[src/rtl/smg_scan_decoder.sv]
// smg_scan_decoder
//   Reassembles a multiplexed 6-digit seven-segment scan stream into a
//   24-bit frame. Each scan word carries one 4-bit code together with an
//   active-low one-cold digit select. A digit is taken only after its scan
//   word has held steady for STABLE_CYC cycles. A frame is built in a
//   private shadow register and published all at once.
//
// Ports
//   clk          in   1   sole clock, rising edge
//   rst          in   1   asynchronous reset, active high
//   scan_data    in  10   {code[3:0], sel[5:0]}, sel active low
//   frame_data   out 24   last complete frame, digit 0 in [23:20]
//   frame_valid  out  1   one-cycle pulse when frame_data updates
//   link_ok      out  1   high while frames arrive correctly
//   err_sel      out  1   pulse: accepted illegal select pattern
//   err_order    out  1   pulse: accepted out-of-sequence digit
//   err_timeout  out  1   pulse: no accepted digit for TIMEOUT cycles
//
// States
//   state    | meaning
//   ST_SYNC  | waiting for digit 0 to start a frame
//   ST_ACQ   | collecting digits exp_idx..5 in order
module smg_scan_decoder #(
  parameter int          STABLE_CYC = 16,
  parameter logic [15:0] TIMEOUT    = 16'd12000
) (
  input  logic        clk,
  input  logic        rst,
  input  logic [9:0]  scan_data,
  output logic [23:0] frame_data,
  output logic        frame_valid,
  output logic        link_ok,
  output logic        err_sel,
  output logic        err_order,
  output logic        err_timeout
);

  localparam logic [0:0] ST_SYNC = 1'b0;
  localparam logic [0:0] ST_ACQ  = 1'b1;

  localparam int             SW       = $clog2(STABLE_CYC + 1);
  localparam logic [SW-1:0]  STAB_MAX = SW'(STABLE_CYC);
  localparam logic [SW-1:0]  STAB_ACC = SW'(STABLE_CYC - 1);
  localparam logic [15:0]    TO_LAST  = TIMEOUT - 16'd1;

  logic [9:0]    scan_q, scan_d;
  logic [9:0]    prev_q, prev_d;
  logic [SW-1:0] stab_q, stab_d;
  logic [15:0]   dwell_q, dwell_d;
  logic [0:0]    state_q, state_d;
  logic [2:0]    exp_idx_q, exp_idx_d;
  // Only digits 0..4 are ever staged; digit 5 goes straight into the frame.
  logic [19:0]   shadow_q, shadow_d;
  logic [23:0]   frame_data_q, frame_data_d;
  logic          frame_valid_q, frame_valid_d;
  logic          link_ok_q, link_ok_d;
  logic          err_sel_q, err_sel_d;
  logic          err_order_q, err_order_d;
  logic          err_timeout_q, err_timeout_d;

  logic [3:0] code;
  logic [2:0] sel_idx;
  logic       sel_legal;
  logic       accept;
  logic       to_hit;

  // Replace the nibble for digit idx (0..4) in the shadow.
  function automatic logic [19:0] put_nib(input logic [19:0] sh,
                                          input logic [2:0]  idx,
                                          input logic [3:0]  nib);
    logic [4:0] sh_amt;
    sh_amt  = {idx, 2'b00};
    put_nib = (sh & ~(20'hF0000 >> sh_amt)) | ({nib, 16'h0000} >> sh_amt);
  endfunction

  always_comb begin
    sel_idx   = 3'd0;
    sel_legal = 1'b1;
    case (scan_q[5:0])
      6'b111110: sel_idx = 3'd0;
      6'b111101: sel_idx = 3'd1;
      6'b111011: sel_idx = 3'd2;
      6'b110111: sel_idx = 3'd3;
      6'b101111: sel_idx = 3'd4;
      6'b011111: sel_idx = 3'd5;
      default:   sel_legal = 1'b0;
    endcase
  end

  assign code = scan_q[9:6];
  // Counter saturates above STAB_ACC, so this fires once per dwell.
  assign accept = (stab_q == STAB_ACC);
  assign to_hit = (dwell_q == TO_LAST);

  always_comb begin
    scan_d        = scan_data;
    prev_d        = scan_q;
    stab_d        = stab_q;
    dwell_d       = dwell_q + 16'd1;
    state_d       = state_q;
    exp_idx_d     = exp_idx_q;
    shadow_d      = shadow_q;
    frame_data_d  = frame_data_q;
    frame_valid_d = 1'b0;
    link_ok_d     = link_ok_q;
    err_sel_d     = 1'b0;
    err_order_d   = 1'b0;
    err_timeout_d = 1'b0;

    if (scan_q != prev_q) begin
      stab_d = '0;
    end else if (stab_q != STAB_MAX) begin
      stab_d = stab_q + 1'b1;
    end

    if (accept) begin
      // Acceptance outranks a coincident timeout.
      dwell_d = 16'd0;
      if (!sel_legal) begin
        err_sel_d = 1'b1;
        link_ok_d = 1'b0;
        state_d   = ST_SYNC;
        exp_idx_d = 3'd0;
      end else if (state_q == ST_SYNC) begin
        if (sel_idx == 3'd0) begin
          shadow_d  = put_nib(shadow_q, 3'd0, code);
          exp_idx_d = 3'd1;
          state_d   = ST_ACQ;
        end
      end else if (sel_idx == exp_idx_q) begin
        if (sel_idx == 3'd5) begin
          frame_data_d  = {shadow_q, code};
          frame_valid_d = 1'b1;
          link_ok_d     = 1'b1;
          state_d       = ST_SYNC;
          exp_idx_d     = 3'd0;
        end else begin
          shadow_d  = put_nib(shadow_q, sel_idx, code);
          exp_idx_d = exp_idx_q + 3'd1;
        end
      end else begin
        err_order_d = 1'b1;
        link_ok_d   = 1'b0;
        if (sel_idx == 3'd0) begin
          // A fresh digit 0 restarts the frame rather than waiting a full cycle.
          shadow_d  = put_nib(shadow_q, 3'd0, code);
          exp_idx_d = 3'd1;
        end else begin
          state_d   = ST_SYNC;
          exp_idx_d = 3'd0;
        end
      end
    end else if (to_hit) begin
      dwell_d       = 16'd0;
      err_timeout_d = 1'b1;
      link_ok_d     = 1'b0;
      state_d       = ST_SYNC;
      exp_idx_d     = 3'd0;
    end
  end

  always_ff @(posedge clk or posedge rst) begin
    if (rst) begin
      scan_q        <= '0;
      prev_q        <= '0;
      stab_q        <= '0;
      dwell_q       <= '0;
      state_q       <= ST_SYNC;
      exp_idx_q     <= '0;
      shadow_q      <= '0;
      frame_data_q  <= '0;
      frame_valid_q <= 1'b0;
      link_ok_q     <= 1'b0;
      err_sel_q     <= 1'b0;
      err_order_q   <= 1'b0;
      err_timeout_q <= 1'b0;
    end else begin
      scan_q        <= scan_d;
      prev_q        <= prev_d;
      stab_q        <= stab_d;
      dwell_q       <= dwell_d;
      state_q       <= state_d;
      exp_idx_q     <= exp_idx_d;
      shadow_q      <= shadow_d;
      frame_data_q  <= frame_data_d;
      frame_valid_q <= frame_valid_d;
      link_ok_q     <= link_ok_d;
      err_sel_q     <= err_sel_d;
      err_order_q   <= err_order_d;
      err_timeout_q <= err_timeout_d;
    end
  end

  assign frame_data  = frame_data_q;
  assign frame_valid = frame_valid_q;
  assign link_ok     = link_ok_q;
  assign err_sel     = err_sel_q;
  assign err_order   = err_order_q;
  assign err_timeout = err_timeout_q;

endmodule

[config.mk]
export PLATFORM = sky130hd
export DESIGN_NAME = smg_scan_decoder
export DESIGN_NICKNAME = d
export VERILOG_FILES = /design/src/rtl/smg_scan_decoder.sv
export SDC_FILE = /design/constraint.sdc
export NUM_CORES = 1
export LEC_CHECK = 0
export ABC_AREA = 1
export BUFFER_PORTS_ARGS = -buffer_cell sky130_fd_sc_hd__buf_2
export CORE_ASPECT_RATIO = 0.7
export CORE_MARGIN = 2
export CORE_UTILIZATION = 50
export CTS_BUF_LIST = sky130_fd_sc_hd__clkbuf_8
export CTS_CLUSTER_DIAMETER = 30
export CTS_CLUSTER_SIZE = 30
export DETAILED_ROUTE_END_ITERATION = 12
export PLACE_DENSITY = 0.8
export SKIP_LAST_GASP = 1
export SLEW_MARGIN = 10
export SYNTH_ARGS = -nofsm -noshare
export SYNTH_HDL_FRONTEND = slang
export SYNTH_SLANG_ARGS = --single-unit
[constraint.sdc]
create_clock -name clk -period 4.6 [get_ports clk]
set_clock_uncertainty 0.15 [all_clocks]
set_input_delay 0.92 -clock clk [delete_from_list [all_inputs] [get_ports clk]]
set_output_delay 0.92 -clock clk [all_outputs]
set_load 0.01 [all_outputs]
**After elaboration in Yosys (flattened, before gate mapping)**

Cells that the tools add are included.

- Bits in latches: 0
- Output and inout bits: 29
- Memories: 0
- RAM bits: 0
- Word-level logic and storage cells: 89
- Bits in read-only memories: 0
- Register bits: 94

- Magnitude comparators: 0
- $add $sub $neg: 3
- Bitwise operators: 4
- Shifts and indexed selects: 2
- Multipliers: 0
- Div/mod/pow operators: 0
- Reductions and logical operators: 8
- Equal/unequal tests: 16
- Multiplexer cells: 43

Operators with widths:

| operator | number |
|---|---|
| 20-bit two-way mux | 4 |
| 16-bit two-way mux | 2 |
| 6-bit == test (second input constant) | 5 |
| 1-bit two-way mux | 27 |
| 3-bit two-way mux | 7 |
| 20-bit bitwise AND | 1 |
| 20-bit NOT | 1 |
| 16-bit by 20-bit bitwise OR with 20-bit output | 1 |
| 20-bit bitwise OR | 1 |
| 20-bit by 5-bit >> shifter with 20-bit output | 1 |
| 20-bit by 5-bit >> shifter with 20-bit output (first input constant) | 1 |
| 16-bit by 1-bit adder with 16-bit output (second input constant) | 1 |
| 16-bit by 14-bit == test with 1-bit output (second input constant) | 1 |
| 3-bit one-hot mux with 5 select lines | 1 |
| 5-bit two-way mux | 2 |
| 10-bit != test | 1 |
| 4-bit by 3-bit != test with 1-bit output (second input constant) | 2 |
| 6-bit by 5-bit == test with 1-bit output (second input constant) | 1 |
| 3-bit != test (second input constant) | 2 |
| 3-bit AND reduction | 2 |
| 6-bit OR reduction | 1 |
| 5-bit by 1-bit adder with 5-bit output (second input constant) | 1 |
| 5-bit by 4-bit == test with 1-bit output (second input constant) | 1 |
| 5-bit != test (second input constant) | 1 |
| 7 further kinds | 8 |

**Longest topological paths before layout**

- Depth after elaboration: 9
- Depth in mapped cells: 14
- Mapped depth without buffers: 13

**Worst setup path before layout**

OpenSTA, ideal clock, no wires.

- Path kind: register to register
- From: register stab_q[1]
- To: register shadow_q[0]
- Clock period less this slack: 1972 ps
- Buffers on the path: 2
- Setup slack: 2628 ps
- Data required time: 4334 ps
- Cell stages (with the launch flop): 12
- Arrival: 1705 ps
- Library setup time: 116 ps
- Path through: dfrtp_1 ha_1 nand2_1 nor2_1 ha_1 clkbuf_1 nand2_2 inv_2 nand3_4 buf_6 nand2_1 nand2_1

- Cells in the longest elaborated chain, start to end: 2

Ends and longest elaborated chain:

| item | line | source |
|---|---|---|
| from (decl) | 48 | `logic [SW-1:0] stab_q, stab_d;` |
| from (signal assigned) | 180 | `stab_q <= stab_d;` |
| 5-bit by 4-bit == test with 1-bit output | 92 | `assign accept = (stab_q == STAB_ACC);` |
| 3-bit AND reduction (no source line) | - |  |
| to (signal assigned) | 184 | `shadow_q <= shadow_d;` |
| to (decl) | 53 | `logic [19:0] shadow_q, shadow_d;` |

Every way passes these cells.
A chain may end at the register's enable or synchronous reset.

**Worst setup path after layout**

- From: register scan_q[5], in the netlist prev_d[5]
- To: register shadow_q[1]

- Cells in the longest elaborated chain, start to end: 9
- Elaborated cells between the ends (all ways): 23

Ends and longest elaborated chain:

| item | line | source |
|---|---|---|
| from (decl) | 46 | `logic [9:0] scan_q, scan_d;` |
| from (signal assigned) | 178 | `scan_q <= scan_d;` |
| 6-bit by 5-bit == test with 1-bit output / 6-bit == test (equally long branches) | 79 | `case (scan_q[5:0])` |
| 3-bit one-hot mux with 5 select lines | 79 |  |
| 20-bit by 5-bit >> shifter with 20-bit output | 73 | `put_nib = (sh & ~(20'hF0000 >> sh_amt)) \| ({nib, 16'h0000} >> sh_amt);` |
| 20-bit NOT | 73 |  |
| 20-bit bitwise AND | 73 |  |
| 20-bit bitwise OR | 73 |  |
| 20-bit two-way mux | 131 | `if (sel_idx == 3'd5) begin` |
| 20-bit two-way mux | 130 | `end else if (sel_idx == exp_idx_q) begin` |
| 20-bit two-way mux | 124 | `end else if (state_q == ST_SYNC) begin` |

Several ways; a longest one is shown, not always the timed one. The select of a mux whose other input is x is not followed.

==> run summary <==
outcome - complete, no violations
Syn Inst Count - 548
Synth Warn # - 0
Final Power - 1.36 mW
startpoint types - flop
Final min period - 2390 ps
Initial Utilization - 51.0%
Antenna Nets Post-Route - 0
WP data required - 4770 ps
hold buffer count at CTS - 0
xor/xnor share of the synthesized area - 2.86%
Post-route DRC - 0
drt initial violations - 183
Die W - 118 um
RSZ-0062 raised after global routing - false
CTS tree - built
Rel. slew slack - 50.9%
Final nets - 604
power density cells - 272 nW/um^2
Hold WC Path Type - reg -> reg
critical path's slowest cell - nor3_2
post-synthesis adder-cell area fraction - 1.36%
core box area - 9000 um^2
leading register cell type out of synthesis - dfrtp_1
Hold Vio Cnt, Final - 0
placed insts - 700
DR vias - 3581
vias in the first global route - 3394
Slew Limit Fails - 0
# fillers - 847
H-tree depth - 3
worst path cell trace - nand2_2 -> nor2_1 -> nand2_2 -> nand3_4 -> nand2_2 -> nand2_4 -> nand3_4 -> nor3_2 -> nand2_1 -> nand2_1
post-route clock period utilization - 51.9%
Synth Area in Compound Gates - 2.89%
synthesis-stage register bit count - 94
CP arrival - 2560 ps
Worst-path clk slew - 90 ps
postcts setup bufs - 0
final WL - 8.97 mm
Die Y - 84.1 um
number of synthesized flops with an enable pin - 0
Syn Nets - 565
pin count of the biggest net entering global routing - 55
post-synthesis mux area share - 0%
IO Pins - 41
clk root buf - clkbuf_8
Peak VDD IR - 0.237 mV
synthesis-to-layout area growth - 9.30%
worst path bufs/invs - 0
CTS Sinks - 94
std cell rows - 29
sequential-to-total area share from yosys stat - 51.3%
Leak - 2.70 nW
Max-cap violations - 0
largest family of logic cells by synthesized area - simple AND/OR/NAND/NOR gates
mapped cell area - 4590 um^2
global route overflow - 0
Final Cell Area - 5010 um^2
synth unique cells - 31
post_cts resized - 0
worst skew pair latency - 380 ps
f_max - 419 MHz
CP top delay family - simple AND/OR/NAND/NOR gates
DPL Wire Length - 6.37 mm
Setup crit end kind - flop
Top cell by count, worst path - nand2_2
Tightest Pin Transition - 733 ps
placer congestion estimate - 0.904
syn_area_per_cell - 8.37 um^2
GRT Total Usage - 19.9%
Pre-Repair DR Iteration Count - 5
Non-Filler Instances - 715
routed len/inst - 12.5 um
Fin Setup TNS - 0 ps
port bufs - 40
Synth async-reset ratio - 100%
Setup CP Type - reg -> reg
final setup vio count - 0
routed vias/inst - 5.01
CTS Buf Count - 9
antenna violations before repair - 0
Worst Path Max Fanout - 11
largest stage delay on the critical path - 580 ps
Post-Synth Simple-Gate Area - 35.6%
Ant. Diodes - 0
first-pass GRT wire length - 15.7 mm
CTS max path bufs - 2
area post-placement - 4860 um^2
layout cells sized above 1 - 14.9%
Die ar. - 9970 um^2
[sequential cells by signal (all words and copies together) (netlist names), 3 cells and up]
register    flops
frame_data     24
shadow_q       20
dwell_q        16
prev_d         10
prev_q         10
stab_q          5
exp_idx_q       3
[routing by layer]
layer  GRT usage, %  share of wire [%]  wire, um  vias up
met5              0                  0         0        -
met4           5.30                1.2       109        0
met3           5.77                5.9       526        8
met2           30.4                 44      3940      106
met1           28.3                 49      4390     1671
li1               -                  -         -     1796
[layout make-up]
class	instances	area (um^2)	area share (%)
clock buffer	9	124	2.47
clock inverter	6	33.8	0.674
inverter	45	175	3.49
multi-input combinational	395	1960	39.1
sequential	94	2350	46.9
tap	124	155	3.09
timing repair buffer	42	215	4.29
[worst min-delay path: stages, from the launching register on]
cell and delay, ps:
dfrtp_1 350, nand2_1 50, nand2_1 40
[cell usage in the layout, fill, tap and decap left out, drive strengths merged]
cell,synthesis,routed
a21oi,11,11
buf,11,42
clkbuf,3,9
clkinv,1,5
dfrtp,94,94
ha,5,5
inv,44,46
nand2,223,223
nand3,44,44
nand3b,2,2
nand4,11,11
nor2,56,56
nor3,8,8
nor4,3,3
o21a,1,1
o21ai,14,14
or2,2,2
xnor2,5,5
xor2,10,10
[logic make-up after synthesis]
family,Yosys count
buffers and inverters,59
xor gates and xnor gates,15
adders and majority gates,5
AOI/OAI and AO/OA,26
DFF,94
and+or+nand+nor,349
[final timing paths]
| path | startpoint | to | slack, ps | depth (start not counted) |
|---|---|---|---|---|
| min in group asynchronous | rst | shadow_q[15]$_DFFE_PP0P_ | 500 | 3 |
| setup / recovery | prev_d[5]$_DFF_PP0_ | shadow_q[1]$_DFFE_PP0P_ | 2210 | 10 |
| hold / removal | frame_data[3]$_DFFE_PP0P_ | frame_data[3]$_DFFE_PP0P_ | 320 | 2 |
| setup reg to reg | prev_d[5]$_DFF_PP0_ | shadow_q[1]$_DFFE_PP0P_ | 2210 | 10 |
| max in group asynchronous | rst | prev_d[4]$_DFF_PP0_ | 3290 | 3 |
| hold reg to reg | frame_data[3]$_DFFE_PP0P_ | frame_data[3]$_DFFE_PP0P_ | 320 | 2 |
[cell usage after synthesis (2+ instances only)]
cell | number | area share [%]
inv_1 | 40 | 3.3
or2_2 | 2 | 0.27
xnor2_1 | 5 | 0.95
xor2_1 | 10 | 1.9
o21ai_0 | 14 | 1.5
nand3b_1 | 2 | 0.33
clkbuf_1 | 3 | 0.25
dfrtp_1 | 94 | 51
nor3_1 | 7 | 0.76
nor2_8 | 3 | 1.3
buf_2 | 4 | 0.44
inv_2 | 3 | 0.25
nor4_1 | 3 | 0.41
buf_6 | 5 | 1.2
nand2_4 | 8 | 2.0
nand2_2 | 8 | 1.1
a21oi_1 | 11 | 1.2
nand3_4 | 4 | 1.5
buf_4 | 2 | 0.33
nor2_1 | 51 | 4.2
nand2_1 | 207 | 17
nand4_1 | 10 | 1.4
nand3_1 | 40 | 4.4
ha_1 | 5 | 1.4
[report_power, final]
group | internal (mW) | switching (mW) | total (mW)
Sequential | 0.834 | 0.0131 | 0.847
Combinational | 0.0170 | 0.0387 | 0.0557
Clock | 0.188 | 0.273 | 0.461
Total | 1.04 | 0.325 | 1.36
[per-stage QoR]
step | hold slack, ps | utilization (%) | setup WS, ps
2_1_floorplan | 199 | - | 1080
5_1_grt | 338 | 55.7 | 1950
6_report | 318 | 55.7 | 2210
4_1_cts | 322 | 55.7 | 2190
3_5_place_dp | 303 | 54.0 | 2220
3_3_place_gp | 295 | 54.0 | 2380
(Power assumes the default switching activity.)
